===== config.mk =====
export PLATFORM = sky130hd
export DESIGN_NAME = mux_scan_nx1
export DESIGN_NICKNAME = d
export VERILOG_FILES = /design/src/rtl/mux_pkg.sv /design/src/rtl/mux_nx1_comb.sv /design/src/rtl/mux_scan_nx1.sv
export SDC_FILE = /design/constraint.sdc
export NUM_CORES = 1
export LEC_CHECK = 0
export BUFFER_PORTS_ARGS = -buffer_cell sky130_fd_sc_hd__buf_2
export CORE_UTILIZATION = 55
export CTS_CLUSTER_DIAMETER = 40
export DETAILED_ROUTE_END_ITERATION = 8
export PLACE_DENSITY = 0.81
export SLEW_MARGIN = 20
export SYNTH_ARGS = -nofsm -noshare
export SYNTH_HDL_FRONTEND = slang
export SYNTH_SLANG_ARGS = --single-unit

===== constraint.sdc =====
create_clock -name clk -period 3.5 [get_ports clk]
set_input_delay 0.35 -clock clk [delete_from_list [all_inputs] [get_ports clk]]
set_output_delay 0.35 -clock clk [all_outputs]
set_load 0.02 [all_outputs]

===== src/rtl/mux_pkg.sv =====
`default_nettype none
// +--------------------------------------------------------------------+
// | mux_pkg : shared types, mode encodings and bus-slicing helper for  |
// |           the N:1 scanning mux family.                             |
// | Rev 1.0                                                            |
// +--------------------------------------------------------------------+
package mux_pkg;

  typedef enum logic [0:0] {
    IDLE = 1'b0,
    SCAN = 1'b1
  } state_t;

  localparam logic MODE_MANUAL = 1'b0;
  localparam logic MODE_SCAN   = 1'b1;

  // Upper bounds for the generic slicing helper: total bus bits and bits per channel.
  localparam int unsigned BUS_MAX_W   = 1024;
  localparam int unsigned BUS_IDX_W   = 10;
  localparam int unsigned CH_MAX_W    = 64;
  localparam int unsigned CH_IDX_W    = 6;

  function automatic logic [CH_MAX_W-1:0] ch_extract(
    input logic [BUS_MAX_W-1:0] bus,
    input int unsigned          k,
    input int unsigned          w
  );
    logic [CH_MAX_W-1:0] r;
    r = '0;
    for (int unsigned b = 0; b < CH_MAX_W; b++) begin
      if ((b < w) && ((k * w + b) < BUS_MAX_W)) begin
        r[CH_IDX_W'(b)] = bus[BUS_IDX_W'(k * w + b)];
      end
    end
    return r;
  endfunction

endpackage
`default_nettype wire


===== src/rtl/mux_nx1_comb.sv =====
`default_nettype none
// +--------------------------------------------------------------------+
// | mux_nx1_comb : parametrised combinational N:1 select; an index at  |
// |                or beyond N_CH yields zero.                         |
// | Rev 1.0                                                            |
// +--------------------------------------------------------------------+
module mux_nx1_comb
  import mux_pkg::*;
#(
  parameter  int N_CH = 4,
  parameter  int W    = 1,
  localparam int SW   = $clog2(N_CH)
) (
  input  logic [N_CH*W-1:0] i_data,
  input  logic [SW-1:0]     i_sel,
  output logic [W-1:0]      o_data
);

  logic [BUS_MAX_W-1:0] w_bus;

  assign w_bus = BUS_MAX_W'(i_data);

  always_comb begin
    o_data = '0;
    for (int k = 0; k < N_CH; k++) begin
      if (i_sel == SW'(k)) begin
        o_data = W'(ch_extract(w_bus, k, W));
      end
    end
  end

endmodule
`default_nettype wire


===== src/rtl/mux_scan_nx1.sv =====
`default_nettype none
// +--------------------------------------------------------------------+
// | mux_scan_nx1 : registered N:1 mux with manual select and a timed   |
// |                auto-scan sweep across all channels.                |
// | Rev 1.0                                                            |
// +--------------------------------------------------------------------+
module mux_scan_nx1
  import mux_pkg::*;
#(
  parameter  int N_CH    = 4,
  parameter  int W       = 1,
  parameter  int DWELL_W = 4,
  localparam int SW      = $clog2(N_CH)
) (
  input  logic                 clk,
  input  logic                 rst,
  input  logic [N_CH*W-1:0]    I,
  input  logic [SW-1:0]        S,
  input  logic                 mode,
  input  logic                 start,
  input  logic [DWELL_W-1:0]   dwell,
  output logic [W-1:0]         Y,
  output logic [SW-1:0]        ch,
  output logic                 valid,
  output logic                 busy,
  output logic                 scan_done
);

  localparam logic [SW:0]   c_nch  = (SW+1)'(N_CH);
  localparam logic [SW-1:0] c_last = SW'(N_CH - 1);

  state_t               r_state;
  logic [SW-1:0]        r_idx;
  logic [DWELL_W-1:0]   r_cnt;
  logic [DWELL_W-1:0]   r_dwell;
  logic [W-1:0]         r_y;
  logic [SW-1:0]        r_ch;
  logic                 r_valid;
  logic                 r_busy;
  logic                 r_done;

  logic [SW-1:0]        w_sel;
  logic [W-1:0]         w_mux;
  logic                 w_in_range;

  assign w_sel      = (r_state == SCAN) ? r_idx : S;
  assign w_in_range = ({1'b0, S} < c_nch);

  mux_nx1_comb #(
    .N_CH (N_CH),
    .W    (W)
  ) u_mux (
    .i_data (I),
    .i_sel  (w_sel),
    .o_data (w_mux)
  );

  always_ff @(posedge clk) begin
    if (rst) begin
      r_state <= IDLE;
      r_idx   <= '0;
      r_cnt   <= '0;
      r_dwell <= '0;
      r_y     <= '0;
      r_ch    <= '0;
      r_valid <= 1'b0;
      r_busy  <= 1'b0;
      r_done  <= 1'b0;
    end else begin
      r_done <= 1'b0;
      case (r_state)
        IDLE: begin
          r_busy <= 1'b0;
          if (mode == MODE_MANUAL) begin
            r_y     <= w_mux;
            r_ch    <= S;
            r_valid <= w_in_range;
          end else begin
            r_valid <= 1'b0;
            if (start) begin
              r_dwell <= dwell;
              r_idx   <= '0;
              r_cnt   <= '0;
              r_state <= SCAN;
              r_busy  <= 1'b1;
            end
          end
        end
        SCAN: begin
          if (mode == MODE_MANUAL) begin
            // Abort: outputs hold this edge, manual select takes over on the next.
            r_state <= IDLE;
            r_busy  <= 1'b0;
            r_valid <= 1'b0;
          end else begin
            r_y     <= w_mux;
            r_ch    <= r_idx;
            r_valid <= 1'b1;
            if (r_cnt == r_dwell) begin
              r_cnt <= '0;
              if (r_idx == c_last) begin
                r_state <= IDLE;
                r_busy  <= 1'b0;
                r_done  <= 1'b1;
              end else begin
                r_idx <= r_idx + SW'(1);
              end
            end else begin
              r_cnt <= r_cnt + DWELL_W'(1);
            end
          end
        end
        default: begin
          r_state <= IDLE;
          r_busy  <= 1'b0;
        end
      endcase
    end
  end

  assign Y         = r_y;
  assign ch        = r_ch;
  assign valid     = r_valid;
  assign busy      = r_busy;
  assign scan_done = r_done;

endmodule
`default_nettype wire


## Yosys cells after proc, flatten, opt, wreduce, memory -nomap -nowiden

Cells that the tools add are included.

- Register bits after elaboration: 17
- Bits of input ports: 14
- Output and inout port bits: 6
- Logic and storage cells: 70

- $add $sub $neg: 2
- Eq/ne operators: 13
- Mux-type cells: 36
- Bitwise logic cells: 3
- Reductions and logical operators: 7

Operators by type and width:

| operator | number |
|---|---|
| 2-to-1 mux 1 bit | 17 |
| 2-to-1 mux 2 bit | 8 |
| 2-to-1 mux 4 bit | 4 |
| inequality test 2 bit, second input constant | 5 |
| one-hot mux 1 bit (2 select lines) | 4 |
| one-hot mux 2 bit (2 select lines) | 2 |
| one-hot mux 4 bit (2 select lines) | 1 |
| == test 2 bit, second input constant | 3 |
| inequality test 3 x 2 -> 1 bit, second input constant | 2 |
| AND reduction 3 bit | 2 |
| AND reduction 5 bit | 1 |
| adder 4 x 1 -> 4 bit, second input constant | 1 |
| == test 4 bit | 1 |
| AND reduction 2 bit | 2 |
| OR reduction 4 bit | 1 |
| NOT 1 bit | 3 |
| adder 2 x 1 -> 2 bit, second input constant | 1 |
| == test 2 x 1 -> 1 bit, second input constant | 1 |
| logical NOT 2 bit | 1 |
| inequality test 2 x 1 -> 1 bit, second input constant | 1 |

## Depth between registers and ports, before layout

Gate-level depths: netlist (run 1).

- Depth after elaboration: 8
- Depth in mapped cells: 7
- Mapped depth without buffers: 6

## By module

A second synthesis (run 1) with hierarchy kept.

- Cell total of the unflattened synthesis: 91
- Area, all modules: 869.6 um^2

Modules (own cells, without submodules):

| module | instances | cells an instance | area each (um^2) | sequential area each (um^2) |
|---|---|---|---|---|
| mux_scan_nx1 | 1 | 90 | 847.1 | 340.3 |
| mux_nx1_comb | 1 | 1 | 22.5 | 0.0 |

## Least setup slack after synthesis (run 1)

No wires, ideal clock.

- Path kind: register to register
- Start point: register r_state
- End point: register r_idx[1]
- Library setup time: 0.132 ns
- Data arrival time: 1.656 ns
- Required time: 3.368 ns
- Slack: 1.712 ns
- Cell stages (with the launch flop): 8
- Buffers on the path: 1
- Clock period less this slack: 1.788 ns
- Cells stage by stage: dfxtp_1 -> buf_2 -> inv_1 -> ha_1 -> nor2_2 -> o21ai_0 -> o311ai_0 -> a21oi_1

- Longest elaborated chain between the ends: 3
- Elaborated cells on any way between the ends: 8
- Classes of those cells: eq/ne (5); mux (1); bitwise (1); reduce/logical (1)

RTL lines:

| what | line | source |
|---|---|---|
| from (decl) | mux_scan_nx1.sv:32 | `state_t r_state;` |
| from (signal assigned) | mux_scan_nx1.sv:60 | `r_state <= IDLE;` |
| from (signal assigned) | mux_scan_nx1.sv:84 | `r_state <= SCAN;` |
| from (signal assigned) | mux_scan_nx1.sv:92 | `r_state <= IDLE;` |
| NOT 1 bit (no line) | n/a |  |
| inequality test 2 bit (no line) | n/a |  |
| AND reduction 5 bit (no line) | n/a |  |
| to (signal assigned) | mux_scan_nx1.sv:106 | `r_idx <= r_idx + SW'(1);` |
| to (decl) | mux_scan_nx1.sv:33 | `logic [SW-1:0] r_idx;` |

Several ways; a longest one is shown, not always the timed one.
A chain may end at the register's enable or synchronous reset.

## Worst setup path in the final report (run 1)

Ends and elaborated chain as after synthesis.

==> results.md, run 1 <==
* Setup TNS at 0 ns
* Die ar. at 1760 um^2
* Share of post-route cells with drive strength above 1 at 0.207
* Run status: completed
* Chip width at 41.9 um
* CP Data Arrival Time at 2.31 ns
* Final setup viols at 0
* 1st-iter DRT viols at 17
* DP Area at 975 um^2
* Core Area at 1490 um^2
* Initial antenna violation count at 0
* Port Buf Inserts at 19
* Cell area after synthesis at 876 um^2
* Max Root-Sink Buffers at 2
* TritonCTS clock tree: done
* Vias in the first global route at 703
* Hold buffers post-CTS at 0
* Power Dens Cells at 377 nW/um^2
* CP max FO at 10
* GRT Total Usage at 0.226
* Final instance area at 1000 um^2
* R2R setup slack at 1.38 ns
* Synth warn at 0
* CTS Sinks at 17
* Slew margin rel. at 0.563
* Largest net degree at the start of global routing at 21
* Final Max Tran Viols at 0
* Crit. End Element: flip-flop
* Fin. Hold Viols at 0
* DR vias at 788
* Initial core utilization at 0.588
* Max frequency at 0.471 GHz
* Crit path launch type: flip-flop
* # fillers at 121
* First-pass GRT wire length at 2950 um
* Clock Root Buffer: clkbuf_4
* Final HPWL DP at 1280 um
* Htree depth at 1
* Worst endpoint required time at 3.68 ns
* Syn Nets at 122
* Crit Path Category: reg2reg
* Row Count at 14
* Netlist cell types at 31
* Flops & latches, synth at 17
* Pre-Repair DR Iteration Count at 4
* Sequential cell area at 340 um^2
* Area delta synth->final at 14.3%
* Multi-input logic area at 512 um^2
* Final WL at 1760 um
* Clock skew at 0.00321 ns
* Insertion delay to the later sink of the worst-skew pair at 0.30 ns
* VDD IR max at 0.000267 V
* Sequential area share after synthesis at 0.389
* RSZ-0062 raised after global routing: no
* Post-route DRC at 0
* Vias/cell at 5.75
* Mapped Avg Cell Area at 8.59 um^2
* Final period util at 0.607
* CTS clk-pin slew, worst paths at 0.09 ns
* Total grt overflow at 0
* Io pins at 20
* Die Ht at 41.9 um
* Post-DRT Antenna Nets at 0
* Diodes inserted at 0
* Post-layout nets at 142
* Slew at the pin closest to its max-slew limit at 0.649 ns
* Post-layout min period at 2.12 ns
* Mapped Cells at 102
* Post-CTS Setup Bufs at 0
* CTS buffer count at 3
* Leakage at 0.419 nW
* Hold WC Path Type: in2reg
* Wire per inst at 12.9 um
* Post-cts sizing count at 0
* Placer congestion estimate at 0.816
* Max-Cap Viols at 0
metrics by stage:
stage	hold WS, ns	setup slack [ns]	power [mW]	util	std cells
6_report	0.294	1.38	0.377	0.672	137
5_1_grt	0.311	1.12	0.393	0.672	137
4_1_cts	0.290	1.38	0.379	0.672	137
3_5_place_dp	0.457	1.39	0.275	0.655	133
3_3_place_gp	0.448	1.51	0.273	0.655	133
2_1_floorplan	0.449	1.71	0.255	-	102
layout make-up:
type | instances | share of cell area
flip-flops and latches | 17 | 0.340
inverters | 2 | 0.00750
clock buffers | 4 | 0.0263
multi-input cells | 79 | 0.511
well taps | 16 | 0.0200
repair buffers | 19 | 0.0950
state kept, by name (all words and copies together) (netlist names):
name,flops
r_dwell,4
Y,1
scan_done,1
ch,2
r_state,1
r_cnt,4
r_idx,2
valid,1
busy,1
critical path: stages, from the launching register on:
cell and delay (ns):
dfxtp_1 0.54, inv_1 0.19, ha_1 0.25, nor2_2 0.26
o21ai_0 0.32, o311ai_0 0.36, a21oi_1 0.10
cell usage in the layout (no fill, tap or decap), types with 3 or more instances in the layout:
cell type	Yosys	final
a21oi_1	8	8
buf_2	1	19
clkbuf_4	0	3
dfxtp_1	17	17
ha_1	6	6
mux2i_1	5	5
nand2_1	11	11
nand3_1	10	10
nand4_1	3	3
nor2_1	10	10
xnor2_1	4	4
cells by family (layout without fill, tap and decap cells):
kind of cell,count (synthesis),after routing,share of synthesized area
AO/OA/AOI/OAI,19,19,0.140
XOR/XNOR,4,4,0.0400
adder cells (fa/ha/maj),6,6,0.0857
buffers and inverters,6,25,0.0271
flip-flops,17,17,0.389
multiplexers,6,6,0.0700
AND/OR/NAND/NOR,44,44,0.249
final timing paths:
path | start | end | cells past startpoint
setup / recovery | r_state | r_idx[1] | 6
hold / removal | dwell[0] | r_dwell[0] | 3
setup reg to reg | r_state | r_idx[1] | 6
hold reg to reg | r_dwell[0] | r_dwell[0] | 2
power by group:
part	internal, mW	total, mW	leakage, nW	switching [mW]
combinational	0.0254	0.0637	0.265	0.0384
sequential	0.201	0.207	0.139	0.00610
clock	0.0445	0.106	0.0150	0.0615
layer usage:
layer	vias to the layer above	routed length [um]	GRT usage
li1	407	-	-
met1	353	860	0.304
met2	23	760	0.313
met3	5	97	0.0652
met4	0	43	0.148
met5	-	0	0
Yosys cell counts:
cell | number | area, um^2
a21oi_1 | 8 | 40.0
buf_2 | 1 | 5.00
nand2_1 | 11 | 41.3
clkbuf_1 | 3 | 11.3
a31oi_1 | 2 | 12.5
mux2_2 | 1 | 11.3
a22oi_1 | 1 | 7.51
nor2_2 | 1 | 6.26
nand3b_1 | 1 | 7.51
nand4_1 | 3 | 18.8
mux2i_1 | 5 | 50.1
a41oi_1 | 1 | 8.76
xnor2_1 | 4 | 35.0
o21ai_0 | 1 | 5.00
a32oi_1 | 1 | 8.76
nor2b_1 | 1 | 6.26
inv_1 | 2 | 7.51
o211ai_1 | 1 | 7.51
and4_2 | 1 | 10.0
nand3_1 | 10 | 50.1
nor3b_1 | 2 | 15.0
o2bb2ai_1 | 1 | 8.76
nand4b_1 | 1 | 8.76
a21boi_0 | 1 | 7.51
ha_1 | 6 | 75.1
nor2_1 | 10 | 37.5
dfxtp_1 | 17 | 340
or3_1 | 1 | 6.26
nor3_1 | 2 | 10.0
o311ai_0 | 1 | 8.76
a21o_1 | 1 | 7.51
(Power assumes the default switching activity.)
==> run 2: changes to the inputs <==
- CORE_UTILIZATION: 55 -> 51
- PLACE_DENSITY: 0.81 -> 0.76
- clock period: 3.5 -> 2.05 ns (I/O delays scaled with it)
==> results.md, run 2 (synthesized netlist as in run 1, its figures left out) <==
* Final HPWL DP at 1320 um (+3.2%)
* Commonest non-fill, non-tap cell in the layout: buf_2
* CP Data Arrival Time at 1.99 ns (-0.32 ns)
* Crit. End Element: flip-flop
* Total grt overflow at 0 (unchanged)
* Combinational power share at 0.177 (+0.008)
* Row Count at 14 (unchanged)
* Slew margin rel. at 0.670 (+0.108)
* Max Root-Sink Buffers at 2 (unchanged)
* CP Cell Sequence: inv_1 > ha_1 > nor2_4 > o21ai_1 > o311ai_0 > a21oi_1
* Htree depth at 1 (unchanged)
* R2R setup slack at 0.23 ns (-1.15 ns)
* Hold buffers post-CTS at 0 (unchanged)
* DR vias at 814 (+3.3%)
* Crit-path max cell delay at 0.45 ns (-0.09 ns)
* Share of post-route cells with drive strength above 1 at 0.213 (+0.00650)
* Area delta synth->final at 15.7%
* Worst endpoint required time at 2.21 ns (-1.47 ns)
* Final WL at 1730 um (-1.8%)
* Clock network power share at 0.272 (-0.009)
* Crit path launch type: flip-flop
* Crit Path Category: reg2reg
* Fin. Hold Viols at 0 (unchanged)
* Setup TNS at 0 ns (unchanged)
* Leakage at 0.426 nW (+1.6%)
* Port Buf Inserts at 19 (unchanged)
* Final period util at 0.889 (+0.283)
* WP buf/inv at 1 (unchanged)
* Vias in the first global route at 689 (-2.0%)
* Flop pwr share at 0.551 (about the same)
* GRT Total Usage at 0.209 (-0.0177)
* CTS buffer count at 3 (unchanged)
* Diodes inserted at 0 (unchanged)
* Worst path slowest cell: dfxtp_1
* Final Max Tran Viols at 0 (unchanged)
* RSZ-0062 raised after global routing: no
* Largest net degree at the start of global routing at 21 (unchanged)
* Post-route DRC at 0 (unchanged)
* Largest regs: r_cnt (4), r_dwell (4)
* Slew at the pin closest to its max-slew limit at 0.488 ns (-0.161 ns)
* Initial antenna violation count at 0 (unchanged)
* Most frequent cells in the layout: 19 x buf_2, 17 x dfxtp_1, 11 x nand2_1
* Io pins at 20 (unchanged)
* Family with the most delay on the worst path: compound AO/OA/AOI/OAI gates
* Hold WC Path Type: in2reg
* Final instance area at 1010 um^2 (+1.2%)
* Clock skew at 0.00249 ns (-0.000718 ns)
* Wire per inst at 12.5 um (-2.5%)
* Switch Pwr at 175 uW (+65%)
* Insertion delay to the later sink of the worst-skew pair at 0.28 ns (-0.02 ns)
* Clock Root Buffer: clkbuf_4
* Post-layout min period at 1.82 ns (-0.300 ns)
* Placer congestion estimate at 0.783 (-4.2%)
* 1st-iter DRT viols at 23 (+6)
* DP Area at 982 um^2 (+0.77%)
* Core Area at 1560 um^2 (+4.7%)
* Final setup viols at 0 (unchanged)
* Run status: completed
* Chip width at 43.4 um (+3.7%)
* CP max FO at 8 (-2)
* Die Ht at 43.4 um (+3.7%)
* CTS clk-pin slew, worst paths at 0.09 ns (about the same)
* CTS Sinks at 17 (unchanged)
* Pre-Repair DR Iteration Count at 4 (unchanged)
* Die ar. at 1890 um^2 (+7.5%)
* Max frequency at 0.548 GHz (+16%)
* Sw Share at 0.274 (-0.00729)
* Post-layout nets at 143 (+0.70%)
* First-pass GRT wire length at 2950 um (unchanged)
* VDD IR max at 0.000345 V (+29%)
* Vias/cell at 5.90 (+2.6%)
* Power Dens Cells at 631 nW/um^2 (+68%)
* Max-Cap Viols at 0 (unchanged)
* Cell Int Power at 465 uW (+71%)
* TritonCTS clock tree: done
* Post-DRT Antenna Nets at 0 (unchanged)
* Initial core utilization at 0.562 (-0.0264)
-- run 2: cell count changes in the layout (fill, tap and decap cells not counted) --
cell / change
buf_4: +1
nor2_2: -1
nor2_4: +1
o21ai_0: -1
o21ai_1: +1
-- run 2: layer usage --
metal	vias up	part of all wire	GRT usage	wire length (um)
met5	-	0	0	0
met1	380	0.47	0.296	815
met4	0	0.0098	0.0938	17
li1	409	-	-	-
met2	23	0.48	0.318	832
met3	2	0.039	0.0250	67
-- run 2: layout make-up --
class                   instances  area, um^2
well taps                      16        20.0
flip-flops and latches         17         340
repair buffers                 20         103
fillers                       139         546
inverters                       2        7.51
multi-input cells              79         517
clock buffers                   4        26.3
-- run 2: power groups by stage --
stage	Clock [mW]	Sequential, mW	Combinational (mW)
5_1_grt	0.199	0.355	0.125
3_3_place_gp	0	0.360	0.108
4_1_cts	0.180	0.353	0.112
6_report	0.174	0.353	0.113
2_1_floorplan	0	0.367	0.0682
3_5_place_dp	0	0.360	0.111
-- run 2: final timing paths --
path | startpoint | end | depth (start not counted)
worst min register to register | Y | Y | 2
worst max-delay path | r_state | r_idx[1] | 6
worst max register to register | r_state | r_idx[1] | 6
worst min-delay path | dwell[1] | r_dwell[1] | 3
-- run 2: timing repair --
action / 4_1_cts / 5_1_grt
gates resized for setup: 0 / 2
setup buffers: 0 / 0
hold endpoints to repair: 0 / 0
setup endpoints to repair: 0 / 1
-- run 2: through the flow --
step	worst slack, ns	total power [mW]	hold WS (ns)	util	instances
floorplan	0.262	0.436	0.352	-	102
global placement	0.198	0.468	0.448	0.630	134
detailed placement	0.0530	0.472	0.456	0.630	134
CTS	0.0392	0.644	0.156	0.647	138
global route	0.0825	0.679	0.174	0.650	138
finish	0.227	0.640	0.162	0.650	138
-- run 2: worst reg2reg max path: stages (launching register included) --
cell and delay (ns):
dfxtp_1 0.45, inv_1 0.15, ha_1 0.25, nor2_4 0.20, o21ai_1 0.19, o311ai_0 0.36
a21oi_1 0.11
==> run 3: changes to the inputs <==
- CORE_UTILIZATION: 51 -> 49
- PLACE_DENSITY: 0.76 -> 0.7
==> results.md, run 3 (synthesized netlist as in run 1, its figures left out) <==
* Run status: completed
* Leakage at 0.427 nW (+0.32%)
* Fin. Hold Viols at 0 (unchanged)
* Placer congestion estimate at 0.814 (+4.0%)
* Hold buffers post-CTS at 0 (unchanged)
* Final setup viols at 0 (unchanged)
* CP max FO at 8 (unchanged)
* Die Ht at 44.3 um (+1.9%)
* Max Root-Sink Buffers at 2 (unchanged)
* Worst path slowest cell: dfxtp_1
* Crit. End Element: flip-flop
* CTS buffer count at 3 (unchanged)
* Largest net degree at the start of global routing at 21 (unchanged)
* CP Cell Sequence: inv_1 > ha_1 > nor2_2 > o21ai_1 > o311ai_0 > a21oi_1
* Crit-path max cell delay at 0.41 ns (-0.04 ns)
* Vias/cell at 5.48 (-7.1%)
* Chip width at 44.3 um (+1.9%)
* WP buf/inv at 1 (unchanged)
* Clock Root Buffer: clkbuf_4
* First-pass GRT wire length at 2990 um (+1.2%)
* Io pins at 20 (unchanged)
* Row Count at 14 (unchanged)
* Max-Cap Viols at 0 (unchanged)
* Worst endpoint required time at 2.24 ns (+0.03 ns)
* Post-CTS Setup Bufs at 0 (unchanged)
* Htree depth at 1 (unchanged)
* Diodes inserted at 0 (unchanged)
* CTS clk-pin slew, worst paths at 0.11 ns (+0.02 ns)
* Post-layout nets at 143 (unchanged)
* Slew margin rel. at 0.674 (+0.00403)
* Area delta synth->final at 16.4%
* VDD IR max at 0.000375 V (+8.6%)
* Hold_ws at 0.138 ns (-0.0236 ns)
* Final Max Tran Viols at 0 (unchanged)
* Power Dens Cells at 636 nW/um^2 (+0.80%)
* Vias in the first global route at 719 (+4.4%)
* Initial core utilization at 0.549 (-0.0123)
* Largest regs: r_cnt (4), r_dwell (4)
* Post-route DRC at 0 (unchanged)
* Final WL at 1780 um (+2.8%)
* Final HPWL DP at 1310 um (-1.0%)
* Core Area at 1590 um^2 (+2.2%)
* DR vias at 800 (-1.7%)
* Port Buf Inserts at 19 (unchanged)
* Commonest non-fill, non-tap cell in the layout: buf_2
* Most frequent cells in the layout: 19 x buf_2, 17 x dfxtp_1, 11 x nand2_1
* Total grt overflow at 0 (unchanged)
* RSZ-0062 raised after global routing: no
* Post-layout min period at 1.80 ns (-0.0200 ns)
* Share of post-route cells with drive strength above 1 at 0.221 (+0.00820)
* Slew at the pin closest to its max-slew limit at 0.482 ns (-0.00596 ns)
* CP Data Arrival Time at 1.99 ns (about the same)
* Clock skew at 0.00882 ns (+0.00632 ns)
* Insertion delay to the later sink of the worst-skew pair at 0.30 ns (+0.02 ns)
* Pre-CTS WS at 0.160 ns (+0.107 ns)
* Hold WC Path Type: in2reg
* TritonCTS clock tree: done
* Final WS setup at 0.247 ns (+0.0200 ns)
* Initial antenna violation count at 0 (unchanged)
* Die ar. at 1960 um^2 (+3.9%)
* Crit path launch type: flip-flop
* Crit Path Category: reg2reg
* 1st-iter DRT viols at 7 (-70%)
* Post-cts sizing count at 0 (unchanged)
* GRT Total Usage at 0.210 (+0.00147)
* CTS Sinks at 17 (unchanged)
* Pre-Repair DR Iteration Count at 5 (+1)
* Wire per inst at 12.2 um (-2.8%)
* Post-DRT Antenna Nets at 0 (unchanged)
* Max frequency at 0.555 GHz (+1.1%)
* Family with the most delay on the worst path: compound AO/OA/AOI/OAI gates
* Setup TNS at 0 ns (unchanged)
* # fillers at 145 (+4.3%)
* Final period util at 0.880 (-0.00976)
==> run 3: cell count changes in the layout (fill, tap and decap cells not counted), sizes merged <==
cell,change
clkinv,+1
clkbuf,-1
==> run 3: final timing paths <==
kind | slack, ns | cells after the start | start | endpoint
worst max-delay path | 0.25 | 6 | r_state | r_idx[1]
worst min-delay path | 0.14 | 3 | dwell[2] | r_dwell[2]
worst max register to register | 0.25 | 6 | r_state | r_idx[1]
worst min register to register | 0.46 | 2 | Y | Y
==> run 3: tightest hold or removal path: stages <==
cell and delay, ns:
buf_2 0.09, nand3_1 0.05, a21oi_1 0.05
==> run 3: routing by layer <==
| metal | wire length, um | GRT usage |
|---|---|---|
| met1 | 839 | 0.281 |
| met2 | 773 | 0.315 |
| met5 | 0 | 0 |
| met4 | 40 | 0.109 |
| met3 | 126 | 0.0490 |
==> run 3: power by group <==
group | switching, mW | total (mW) | internal (mW)
clock network | 0.112 | 0.185 | 0.0728
logic | 0.0670 | 0.112 | 0.0448
registers | 0.00848 | 0.352 | 0.344
==> run 3: stage by stage <==
step                       util  instance area [um^2]  cells  total power, mW
after CTS                 0.640                  1020    146            0.652
after global routing      0.640                  1020    146            0.688
after global placement    0.622                   992    142            0.469
final                     0.640                  1020    146            0.649
after detailed placement  0.622                   992    142            0.471
after floorplan               -                   876    102            0.436
==> run 3: area by class of cell <==
class                   instances  area, um^2  area share
clock buffers                   3        22.5      0.0221
clock inverters                 1        5.00     0.00491
inverters                       2        7.51     0.00736
multi-input cells              79         512       0.502
flip-flops and latches         17         340       0.334
well taps                      24        30.0      0.0294
repair buffers                 20         103       0.101
